`src/rtl/bp_pkg.sv`:
```
// Shared types, constants and the 2-bit saturating counter helper for the
// tournament branch predictor.
package bp_pkg;

    localparam int BP_BTB_IDX_W = 4;
    localparam int BP_HIST_W    = 4;
    localparam int BP_TAG_W     = 32 - BP_BTB_IDX_W - 2;

    typedef logic [1:0] ctr2_t;

    localparam ctr2_t CTR_WEAK_NT      = 2'b01;
    localparam ctr2_t CTR_INIT_CHOOSER = 2'b01;

    typedef enum logic {
        ST_CLEAR = 1'b0,
        ST_RUN   = 1'b1
    } bp_state_t;

    typedef struct packed {
        logic                 valid;
        logic                 is_jal;
        logic [BP_TAG_W-1:0]  tag;
        logic [31:0]          target;
        logic [BP_HIST_W-1:0] lhist;
    } btb_entry_t;

    function automatic ctr2_t sat_update(input ctr2_t ctr, input logic taken);
        ctr2_t res;
        res = ctr;
        if (taken) begin
            if (ctr != 2'b11) res = ctr + 2'b01;
        end else begin
            if (ctr != 2'b00) res = ctr - 2'b01;
        end
        return res;
    endfunction

endpackage

```
`src/rtl/bp_ctr_table.sv`:
```
// Array of 2-bit saturating counters: combinational read, one training port,
// and a clear port that has priority and writes the init value.
module bp_ctr_table
    import bp_pkg::*;
#(
    parameter int    IDX_W = 4,
    parameter ctr2_t INIT  = CTR_WEAK_NT
) (
    input  logic             clk,
    input  logic [IDX_W-1:0] rd_idx,
    output ctr2_t            rd_ctr,
    input  logic             upd_en,
    input  logic [IDX_W-1:0] upd_idx,
    input  logic             upd_taken,
    input  logic             clr_en,
    input  logic [IDX_W-1:0] clr_idx
);

    localparam int DEPTH = 2 ** IDX_W;

    ctr2_t            mem_q [DEPTH];
    logic             wr_en;
    logic [IDX_W-1:0] wr_idx;
    ctr2_t            wr_val;

    always_comb begin
        wr_en  = clr_en | upd_en;
        wr_idx = upd_idx;
        wr_val = sat_update(mem_q[upd_idx], upd_taken);
        if (clr_en) begin
            wr_idx = clr_idx;
            wr_val = INIT;
        end
    end

    assign rd_ctr = mem_q[rd_idx];

    always_ff @(posedge clk) begin
        if (wr_en) mem_q[wr_idx] <= wr_val;
    end

endmodule

```
`src/rtl/bp_update_unit.sv`:
```
// Tournament branch predictor: BTB + local/global PHTs + chooser + GHR, with a
// clear walk after reset. Optional event counters under `BP_STATS_EN`.
module bp_update_unit
    import bp_pkg::*;
#(
    parameter int BTB_IDX_W = BP_BTB_IDX_W,
    parameter int HIST_W    = BP_HIST_W,
    parameter int TAG_W     = BP_TAG_W
) (
    input  logic              clk,
    input  logic              reset,
    input  logic [31:0]       if_pc,
    output logic              pred_taken,
    output logic [31:0]       pred_target,
    output logic              pred_hit,
    output logic [HIST_W-1:0] pred_pattern_used,
    output logic              pred_local,
    output logic              pred_global,
    output logic              pred_is_jal,
    input  logic              mem_advance,
    input  logic [31:0]       mem_pc,
    input  logic [31:0]       mem_jmp_pc,
    input  logic              mem_pc_mux_sel,
    input  logic              mem_update_bht,
    input  logic              mem_replace_bht,
    input  logic [HIST_W-1:0] mem_pattern_used,
    input  logic              mem_is_jal,
    input  logic              mem_local_prediction,
    input  logic              mem_global_prediction,
    output logic              ready
`ifdef BP_STATS_EN
    ,
    output logic [31:0]       stat_branches,
    output logic [31:0]       stat_local_ok,
    output logic [31:0]       stat_global_ok
`endif
);

    localparam int BTB_N = 2 ** BTB_IDX_W;
    localparam int PHT_N = 2 ** HIST_W;
    localparam int CLR_N = (BTB_N > PHT_N) ? BTB_N : PHT_N;
    localparam int CLR_W = $clog2(CLR_N) + 1;

    bp_state_t         state_q, state_d;
    logic [CLR_W-1:0]  clr_idx_q, clr_idx_d;
    logic [HIST_W-1:0] ghr_q, ghr_d;
    btb_entry_t        btb_q [BTB_N];

    logic running, clearing, clr_btb, clr_pht;

    assign running  = (state_q == ST_RUN);
    assign clearing = (state_q == ST_CLEAR) && (clr_idx_q < CLR_W'(CLR_N));
    assign clr_btb  = clearing && (clr_idx_q < CLR_W'(BTB_N));
    assign clr_pht  = clearing && (clr_idx_q < CLR_W'(PHT_N));
    assign ready    = running;

    always_comb begin
        state_d   = state_q;
        clr_idx_d = clr_idx_q;
        if (state_q == ST_CLEAR) begin
            // One spare cycle after the last index write before RUN.
            if (clr_idx_q == CLR_W'(CLR_N)) state_d = ST_RUN;
            else                            clr_idx_d = clr_idx_q + 1'b1;
        end
    end

    // Fetch-side lookup.
    logic [BTB_IDX_W-1:0] if_idx;
    logic [TAG_W-1:0]     if_tag;
    btb_entry_t           if_entry;
    logic                 if_hit;
    ctr2_t                lpht_rd, gpht_rd, chooser_rd;
    logic                 sel_taken;

    assign if_idx   = if_pc[BTB_IDX_W+1:2];
    assign if_tag   = if_pc[31:32-TAG_W];
    assign if_entry = btb_q[if_idx];
    assign if_hit   = if_entry.valid && (if_entry.tag == if_tag);
    assign sel_taken = chooser_rd[1] ? gpht_rd[1] : lpht_rd[1];

    always_comb begin
        pred_taken        = 1'b0;
        pred_target       = if_pc + 32'd4;
        pred_hit          = 1'b0;
        pred_pattern_used = '0;
        pred_local        = 1'b0;
        pred_global       = 1'b0;
        pred_is_jal       = 1'b0;
        if (running) begin
            pred_hit          = if_hit;
            pred_local        = lpht_rd[1];
            pred_global       = gpht_rd[1];
            pred_is_jal       = if_hit && if_entry.is_jal;
            pred_pattern_used = ghr_q;
            pred_taken        = if_hit && (if_entry.is_jal || sel_taken);
            if (if_hit && (if_entry.is_jal || sel_taken)) pred_target = if_entry.target;
        end
    end

    // MEM-side training. Gated on !reset so the reset edge never trains.
    logic [BTB_IDX_W-1:0] mem_idx;
    btb_entry_t           mem_entry;
    logic                 upd_go, do_replace, do_cond, do_jal, shift_ghr;
    logic                 btb_wr_en;
    logic [BTB_IDX_W-1:0] btb_wr_idx;
    btb_entry_t           btb_wr_entry;
    logic                 unused_bits;

    assign mem_idx     = mem_pc[BTB_IDX_W+1:2];
    assign mem_entry   = btb_q[mem_idx];
    assign upd_go      = running && mem_advance && !reset;
    assign do_replace  = upd_go && mem_replace_bht;
    assign do_cond     = upd_go && !mem_replace_bht && mem_update_bht && !mem_is_jal;
    assign do_jal      = upd_go && !mem_replace_bht && mem_update_bht && mem_is_jal;
    assign shift_ghr   = (do_replace && !mem_is_jal) || do_cond;
    assign unused_bits = ^{mem_pc[1:0]};

    always_comb begin
        ghr_d = ghr_q;
        if (shift_ghr) ghr_d = {ghr_q[HIST_W-2:0], mem_pc_mux_sel};
    end

    always_comb begin
        btb_wr_en    = 1'b0;
        btb_wr_idx   = mem_idx;
        btb_wr_entry = mem_entry;
        if (clr_btb) begin
            btb_wr_en    = 1'b1;
            btb_wr_idx   = clr_idx_q[BTB_IDX_W-1:0];
            btb_wr_entry = '0;
        end else if (do_replace) begin
            btb_wr_en           = 1'b1;
            btb_wr_entry.valid  = 1'b1;
            btb_wr_entry.is_jal = mem_is_jal;
            btb_wr_entry.tag    = mem_pc[31:32-TAG_W];
            btb_wr_entry.target = mem_jmp_pc;
            btb_wr_entry.lhist  = '0;
        end else if (do_cond) begin
            btb_wr_en          = 1'b1;
            btb_wr_entry.lhist = {mem_entry.lhist[HIST_W-2:0], mem_pc_mux_sel};
            if (mem_pc_mux_sel) btb_wr_entry.target = mem_jmp_pc;
        end else if (do_jal) begin
            btb_wr_en           = 1'b1;
            btb_wr_entry.target = mem_jmp_pc;
        end
    end

    always_ff @(posedge clk) begin
        if (reset) begin
            state_q   <= ST_CLEAR;
            clr_idx_q <= '0;
            ghr_q     <= '0;
        end else begin
            state_q   <= state_d;
            clr_idx_q <= clr_idx_d;
            ghr_q     <= ghr_d;
        end
    end

    always_ff @(posedge clk) begin
        if (btb_wr_en) btb_q[btb_wr_idx] <= btb_wr_entry;
    end

    bp_ctr_table #(.IDX_W(HIST_W), .INIT(CTR_WEAK_NT)) u_lpht (
        .clk       (clk),
        .rd_idx    (if_entry.lhist),
        .rd_ctr    (lpht_rd),
        .upd_en    (do_cond),
        .upd_idx   (mem_entry.lhist),
        .upd_taken (mem_pc_mux_sel),
        .clr_en    (clr_pht),
        .clr_idx   (clr_idx_q[HIST_W-1:0])
    );

    bp_ctr_table #(.IDX_W(HIST_W), .INIT(CTR_WEAK_NT)) u_gpht (
        .clk       (clk),
        .rd_idx    (ghr_q ^ if_pc[HIST_W+1:2]),
        .rd_ctr    (gpht_rd),
        .upd_en    (do_cond),
        .upd_idx   (mem_pattern_used ^ mem_pc[HIST_W+1:2]),
        .upd_taken (mem_pc_mux_sel),
        .clr_en    (clr_pht),
        .clr_idx   (clr_idx_q[HIST_W-1:0])
    );

    // Chooser is per BTB slot; it only learns when the two predictors disagreed.
    bp_ctr_table #(.IDX_W(BTB_IDX_W), .INIT(CTR_INIT_CHOOSER)) u_chooser (
        .clk       (clk),
        .rd_idx    (if_idx),
        .rd_ctr    (chooser_rd),
        .upd_en    (do_cond && (mem_local_prediction != mem_global_prediction)),
        .upd_idx   (mem_idx),
        .upd_taken (mem_global_prediction == mem_pc_mux_sel),
        .clr_en    (clr_btb),
        .clr_idx   (clr_idx_q[BTB_IDX_W-1:0])
    );

`ifdef BP_STATS_EN
    logic [31:0] stat_branches_q, stat_branches_d;
    logic [31:0] stat_local_ok_q, stat_local_ok_d;
    logic [31:0] stat_global_ok_q, stat_global_ok_d;

    always_comb begin
        stat_branches_d  = stat_branches_q;
        stat_local_ok_d  = stat_local_ok_q;
        stat_global_ok_d = stat_global_ok_q;
        if (!running) begin
            stat_branches_d  = '0;
            stat_local_ok_d  = '0;
            stat_global_ok_d = '0;
        end else if (do_cond) begin
            stat_branches_d = stat_branches_q + 32'd1;
            if (mem_local_prediction == mem_pc_mux_sel)  stat_local_ok_d  = stat_local_ok_q + 32'd1;
            if (mem_global_prediction == mem_pc_mux_sel) stat_global_ok_d = stat_global_ok_q + 32'd1;
        end
    end

    always_ff @(posedge clk) begin
        if (reset) begin
            stat_branches_q  <= '0;
            stat_local_ok_q  <= '0;
            stat_global_ok_q <= '0;
        end else begin
            stat_branches_q  <= stat_branches_d;
            stat_local_ok_q  <= stat_local_ok_d;
            stat_global_ok_q <= stat_global_ok_d;
        end
    end

    assign stat_branches  = stat_branches_q;
    assign stat_local_ok  = stat_local_ok_q;
    assign stat_global_ok = stat_global_ok_q;
`endif

endmodule

```
`config.mk`:
```
export PLATFORM = sky130hd
export DESIGN_NAME = bp_update_unit
export DESIGN_NICKNAME = d
export VERILOG_FILES = /design/src/rtl/bp_pkg.sv /design/src/rtl/bp_ctr_table.sv /design/src/rtl/bp_update_unit.sv
export SDC_FILE = /design/constraint.sdc
export NUM_CORES = 2
export LEC_CHECK = 0
export CAP_MARGIN = 10
export CORE_ASPECT_RATIO = 1.4
export CORE_MARGIN = 8
export CORE_UTILIZATION = 30
export DETAILED_ROUTE_END_ITERATION = 8
export GPL_TIMING_DRIVEN = 0
export PLACE_DENSITY = 0.51
export SLEW_MARGIN = 20
export SYNTH_ARGS = -nofsm -noshare
export SYNTH_HDL_FRONTEND = slang
export SYNTH_SLANG_ARGS = --single-unit
```
`constraint.sdc`:
```
create_clock -name clk -period 6.5 [get_ports clk]
set_clock_uncertainty 0.15 [all_clocks]
set_input_delay 1.3 -clock clk [delete_from_list [all_inputs] [get_ports clk]]
set_output_delay 1.3 -clock clk [all_outputs]
set_load 0.01 [all_outputs]
```
==> results.tsv <==
metric	value	unit
cp-startpoint	if_pc[4]	
layout_common_cells	edfxtp_1 (1120), mux4_2 (614), nand2_1 (174)	
mostFrequentLayoutCell	edfxtp_1	
synth_top_family_by_area	multiplexers	
cts-root-buf	clkbuf_16	
cts_tree	built	
synthMuxAreaShare	28.5	%
core_region_area	179000	um2
endpoint_kind	primary output	
path_class	in2out	
first_pass_iters	8	
hold_ws	0.413	ns
syn_to_final_growth	22.9	%
maxSlewViolCount	0	
hold_viol_final	0	
worstPathRequired	5.05	ns
vias_per_cell	5.79	
layout.nets	3336	
synthCells	2829	
portBuffers	136	
synthArstFlopShare	0	%
antenna_left	0	
max-cap-violations	0	
reg2reg_from	ready$_SDFF_PP0_	
rsz0062_at_grt	true	
peakVddDrop	0.000217	V
antenna_found_initial	8	
path_cells	clkbuf_4, inv_2, clkbuf_2, buf_12, buf_6, mux2_2, a32o_1, a311oi_2, nand4_1, nor4_4, buf_4, nor2b_4, buf_12, buf_8, clkbuf_16, mux2_4, buf_6	
synth_compound_area_share	2.71	%
htree_num_levels	3	
rows	184	
failed_checks	setup timing	
synth-main-ff-cell	edfxtp_1	
drive_gt1_share	38.5	%
wl_per_cell	36.2	um
leakage	0.0213	uW
start_util	30.1	%
timing.final.ws_setup	-0.0315	ns
ys_ff_latch	1130	
min_from	ghr_q[0]$_SDFFE_PP0P_	
cp-start-kind	input pin	
die-area	194000	um2
cts_sinks	1130	
vias	32700	
crit_slowest_cell	mux2_2	
ys_types	66	
synth-edff-count	1120	
crit_fanout	10	
path_clk_slew	0.06	ns
drtIter0Drc	3829	
synth_area	54000	um2
place_area	60500	um2
post-route-min-period	6.53	ns
max_stage_delay	0.38	ns
fillers	16400	
clock_latency	0.78	ns
synth_top_area_share	62.2	%
synthTopCellsByArea	edfxtp_1 (62%), mux4_2 (26%), mux2i_1 (1.6%)	
synth_xor_area_share	0.875	%
grt_max_degree	17	
synth-simple-area-share	3.29	%
die_h	518	um
cts_buffer_depth	3	
grt_first_pass_wirelength	278000	um
worst_pin_slew	1.20	ns
grt.total_usage	20.5	%
die_x	375	um
pre_cts_slack	-3.06	ns
powerDensity	257	nW/um2
max-slew-margin-rel	20.0	%
status	finished with violations	
yosysWarnings	0	
postSynthAreaPerCell	19.1	um2
syn_nets	2941	
drc_errors	0	
synth.yosys.seq_area_share	62.6	%
final_util	37.0	%
final_area	66400	um2
min_path_type	reg2reg	
dp_hpwl	144000	um
gr-total-overflow	0	
yosysTopAreaCell	edfxtp_1	
grt_pass1_vias	33200	
synthAdderAreaFrac	0.0880	%
setup_viol	12	
place_congestion	0.945	
drt-total-wl	205000	um
dp_cells	5376	
numCtsBuffers	111	
final_cells	5652	
fmax	153	MHz
io_pins	151	
finalCritPeriodShare	100	%
cp_data_arrival_time	5.08	ns
## layout make-up
class / instances / area [um2] / share of cell area (%)
inverters: 37 / 144 / 0.217
repair buffers: 284 / 4070 / 6.12
multi-input cells: 1462 / 20000 / 30.1
plain buffers: 198 / 1580 / 2.37
well taps: 2325 / 2910 / 4.38
diodes: 6 / 15.0 / 0.0226
clock buffers: 132 / 2930 / 4.41
clock inverters: 78 / 942 / 1.42
flip-flops and latches: 1130 / 33800 / 50.9
## state kept, by name, indices dropped and copies added, names as in the netlist
name and flops:
clr_idx_q 5, u_gpht.mem_q 32, ghr_q 4, u_chooser.mem_q 32
u_lpht.mem_q 32, btb_q 1024, ready 1
## what timing repair did
| action | 4_1_cts | 5_1_grt |
|---|---|---|
| endpoints found under the setup margin | 37 | 34 |
| gates cloned | 9 | 1 |
| pin swaps | 8 | 8 |
| setup buffers | 38 | 10 |
| hold buffers | 0 | 0 |
| endpoints found under the hold margin | 0 | 0 |
| resized for setup | 440 | 66 |
## Yosys cell counts (all sizes together), types with 6 or more instances
cell and n:
inv 37, mux2 62, and2 16, o211ai 6
nand2b 13, dfxtp 10, o21ai 26, edfxtp 1120
nand3 21, a22oi 16, buf 77, xor2 11
a31oi 13, a211oi 10, o22ai 32, mux4 614
xnor2 43, nand2 177, nor3 24, mux2i 88
a21oi 92, nor4 6, clkbuf 123, nor2b 11
nor2 114
## layer usage
layer  global-route usage [%]  routed length (um)  vias up
li1                         -                   -    12800
met1                     26.1               79800    17900
met2                     35.2              102000     1667
met3                     3.22               14800      356
met4                     7.61                8340        6
met5                        0                  34        -
## stage by stage
step                      setup TNS [ns]  power, uW
after global routing               -1.78      17500
after global placement          -6827.52      10100
after CTS                         -0.279      17100
final                             -0.191      17100
after detailed placement         -358.36      10100
after floorplan                   -56.09       9300
## power by group
group	internal, uW	switching (uW)	leakage (uW)
combinational	893	1090	0.00895
clock	3930	3040	0.00188
sequential	8070	62.3	0.0104
## final timing paths
check | endpoint | slack, ns | cells past startpoint
setup / recovery | pred_target[13] | -0.03 | 17
hold / removal | ghr_q[0]$_SDFFE_PP0P_ | 0.41 | 2
setup reg to reg | btb_q[8][15]$_DFFE_PP_ | 2.00 | 11
hold reg to reg | ghr_q[0]$_SDFFE_PP0P_ | 0.41 | 2
## cells by family after synthesis
| kind of cell | Yosys count |
|---|---|
| flops | 1130 |
| mux | 764 |
| simple gates | 405 |
| buf+inv | 237 |
| compound gates | 235 |
| xor+xnor | 54 |
| fa+ha+maj | 4 |
## worst max-delay path: cells and delay by family
| kind | cells | cell delay (ns) |
|---|---|---|
| AOI/OAI and AO/OA | 2 | 0.54 |
| buffers and inverters | 10 | 1.77 |
| muxes | 2 | 0.72 |
| and+or+nand+nor | 3 | 0.67 |
(Power assumes the default switching activity.)
==> variant, RTL diff (same settings) <==
Build with the macro `BP_STATS_EN` defined.
--- a/src/rtl/bp_update_unit.sv
+++ b/src/rtl/bp_update_unit.sv
@@ -1,5 +1,7 @@
 // Tournament branch predictor: BTB + local/global PHTs + chooser + GHR, with a
 // clear walk after reset. Optional event counters under `BP_STATS_EN`.
+`define BP_STATS_EN
+
 module bp_update_unit
     import bp_pkg::*;
 #(
Formal check against the unedited RTL (old outputs only; new: stat_branches, stat_global_ok and stat_local_ok): same outputs for any inputs over 4 cycles, from zero or initial values and one cycle with reset high; that may be too few to reach the edited logic, so the function may still have changed.
==> variant against the original RTL <==
  * Cell area is 7.4% higher
  * Sequential share of layout area decreased by 0.84 points
  * The run still ends with negative setup slack left
  * First-iteration DRC count fell by 17%
  * Die area rose by 7.4%
  * Clock power up 11%
  * Total power grew 7.1%
  * Core utilization decreased by 0.077 points
  * Hold slack got worse by 73 ps
  * Sequential cell count increased by 96
  * Worst setup slack better by 1.2 ps
  * Final cell count is 13% higher
  * Synthesized area up 7.7%
  * Routed wire length is 2.7% higher
  * Largest cell class unchanged
==> variant: results (changes against the original RTL) <==
GP Congestion 0.8616 (was 0.9454); Pre-antenna DRT Iters 5 (was 8); Leak 22.70 nW (was 21.25 nW); Final setup viols 10 (was 12); final net count 3871 (was 3336); Total Wirelength 210.4 mm (was 204.9 mm); share of cells above drive strength 1 32.21% (was 38.54%); Worst Tran Pin Value 1222 ps (was 1200 ps); crit-path max cell delay 600 ps (was 380 ps); sequential area share after synthesis 61.43% (was 62.61%); Synth-to-Final Area Change 22.61% (was 22.92%); Global Route Usage Sum 19.71% (was 20.51%); Synth Area in Compound Gates 2.586% (was 2.714%); hpwl dp 147.3 mm (was 143.6 mm); fill count 17900 (was 16440); synth cell count leaders edfxtp_1, mux4_2, nor2_1, nand2_1, dfxtp_1 (was edfxtp_1, mux4_2, nand2_1, clkbuf_1, nor2_1); initial antenna violation count 10 (was 8); H-tree depth 4 (was 3); DP Area 65670 um^2 (was 60450 um^2); Synth Area in XOR/XNOR 2.167% (was 0.8752%); setup slack at placement -2600 ps (was -3061 ps); status finished with violations (unchanged); CTS buffer count 135 (was 111); Mapped Cells 3274 (was 2829); R2R depth 7 (was 11); Netlist cell types 76 (was 66); Port Buffers 228 (was 136); final worst slack -30.31 ps (was -31.46 ps); Synth Area in Adders 0.1462% (was 0.08798%); post-synthesis mux area share 26.42% (was 28.51%); CP Max Fanout 7 (was 10); failing checks negative setup slack (unchanged); Initial DRC Count 3167 (was 3829); Synth Net Count 3389 (was 2941); Worst VDD drop 0.2547 mV (was 0.2167 mV); first-pass GRT wire length 291.8 mm (was 277.7 mm); TNS Setup -208.0 ps (was -190.6 ps); vias in the first global route 36520 (was 33230); CP delay by family, top simple AND/OR/NAND/NOR gates (was buffers and inverters)
variant: logic make-up (layout without fill, tap and decap cells):
family / count (synthesis) / in the layout
compound gates: 242 / 242
mux: 747 / 747
simple gates: 662 / 662
other cells: 0 / 3
buf+inv: 246 / 831
fa+ha+maj: 7 / 7
xor+xnor: 144 / 144
flops: 1226 / 1226
variant: path summary, 6_finish.rpt:
kind	startpoint	end	slack, ps
hold reg to reg	stat_branches[1]$_SDFFE_PP0P_	stat_branches[1]$_SDFFE_PP0P_	340
hold / removal	stat_branches[1]$_SDFFE_PP0P_	stat_branches[1]$_SDFFE_PP0P_	340
setup reg to reg	ready$_SDFF_PP0_	btb_q[1][60]$_DFFE_PP_	1400
setup / recovery	if_pc[2]	pred_target[29]	-30
variant: routing by layer:
layer,vias to the layer above,global-route usage [%],routed length (um)
li1,14520,-,-
met4,4,6.780,7987
met3,362,4.011,16650
met5,-,0,26
met1,19200,24.77,81540
met2,1680,33.94,104200
variant: where the power goes:
part / internal, mW / total, mW / switching, mW / leakage [nW]
registers: 8.66 / 8.72 / 0.0608 / 11.2
logic: 0.842 / 1.88 / 1.04 / 9.38
clock network: 4.39 / 7.70 / 3.31 / 2.12
total: 13.9 / 18.3 / 4.41 / 22.7
variant: layout make-up:
| class | instances | area share [%] |
|---|---|---|
| Clock buffer | 166 | 5.056 |
| Tap cell | 2509 | 4.399 |
| Inverter | 26 | 0.1508 |
| Buffer | 217 | 2.184 |
| Antenna cell | 3 | 0.01052 |
| Clock inverter | 74 | 0.9888 |
| Sequential cell | 1226 | 50.10 |
| Multi-Input combinational cell | 1802 | 30.62 |
| Timing Repair Buffer | 348 | 6.496 |
variant: repair_timing:
| action | 4_1_cts | 5_1_grt |
|---|---|---|
| endpoints found under the hold margin | 0 | 0 |
| pin swaps | 6 | 10 |
| setup buffers | 26 | 5 |
| setup endpoints to repair | 37 | 34 |
| resized for setup | 360 | 49 |
| gates cloned | 3 | 0 |
| hold buffers | 0 | 0 |
variant: stage by stage:
stage	instances	util [%]	power, mW
2_1_floorplan	3274	-	9.914
3_3_place_gp	6011	32.95	10.65
3_5_place_dp	6095	34.01	10.68
4_1_cts	6363	36.77	18.41
5_1_grt	6369	36.96	18.76
6_report	6371	36.96	18.30
variant: tightest hold or removal path, cell delays in order, from the launching register on:
cell	delay, ps
dfxtp_1	330
nand2_1	60
a21oi_1	50
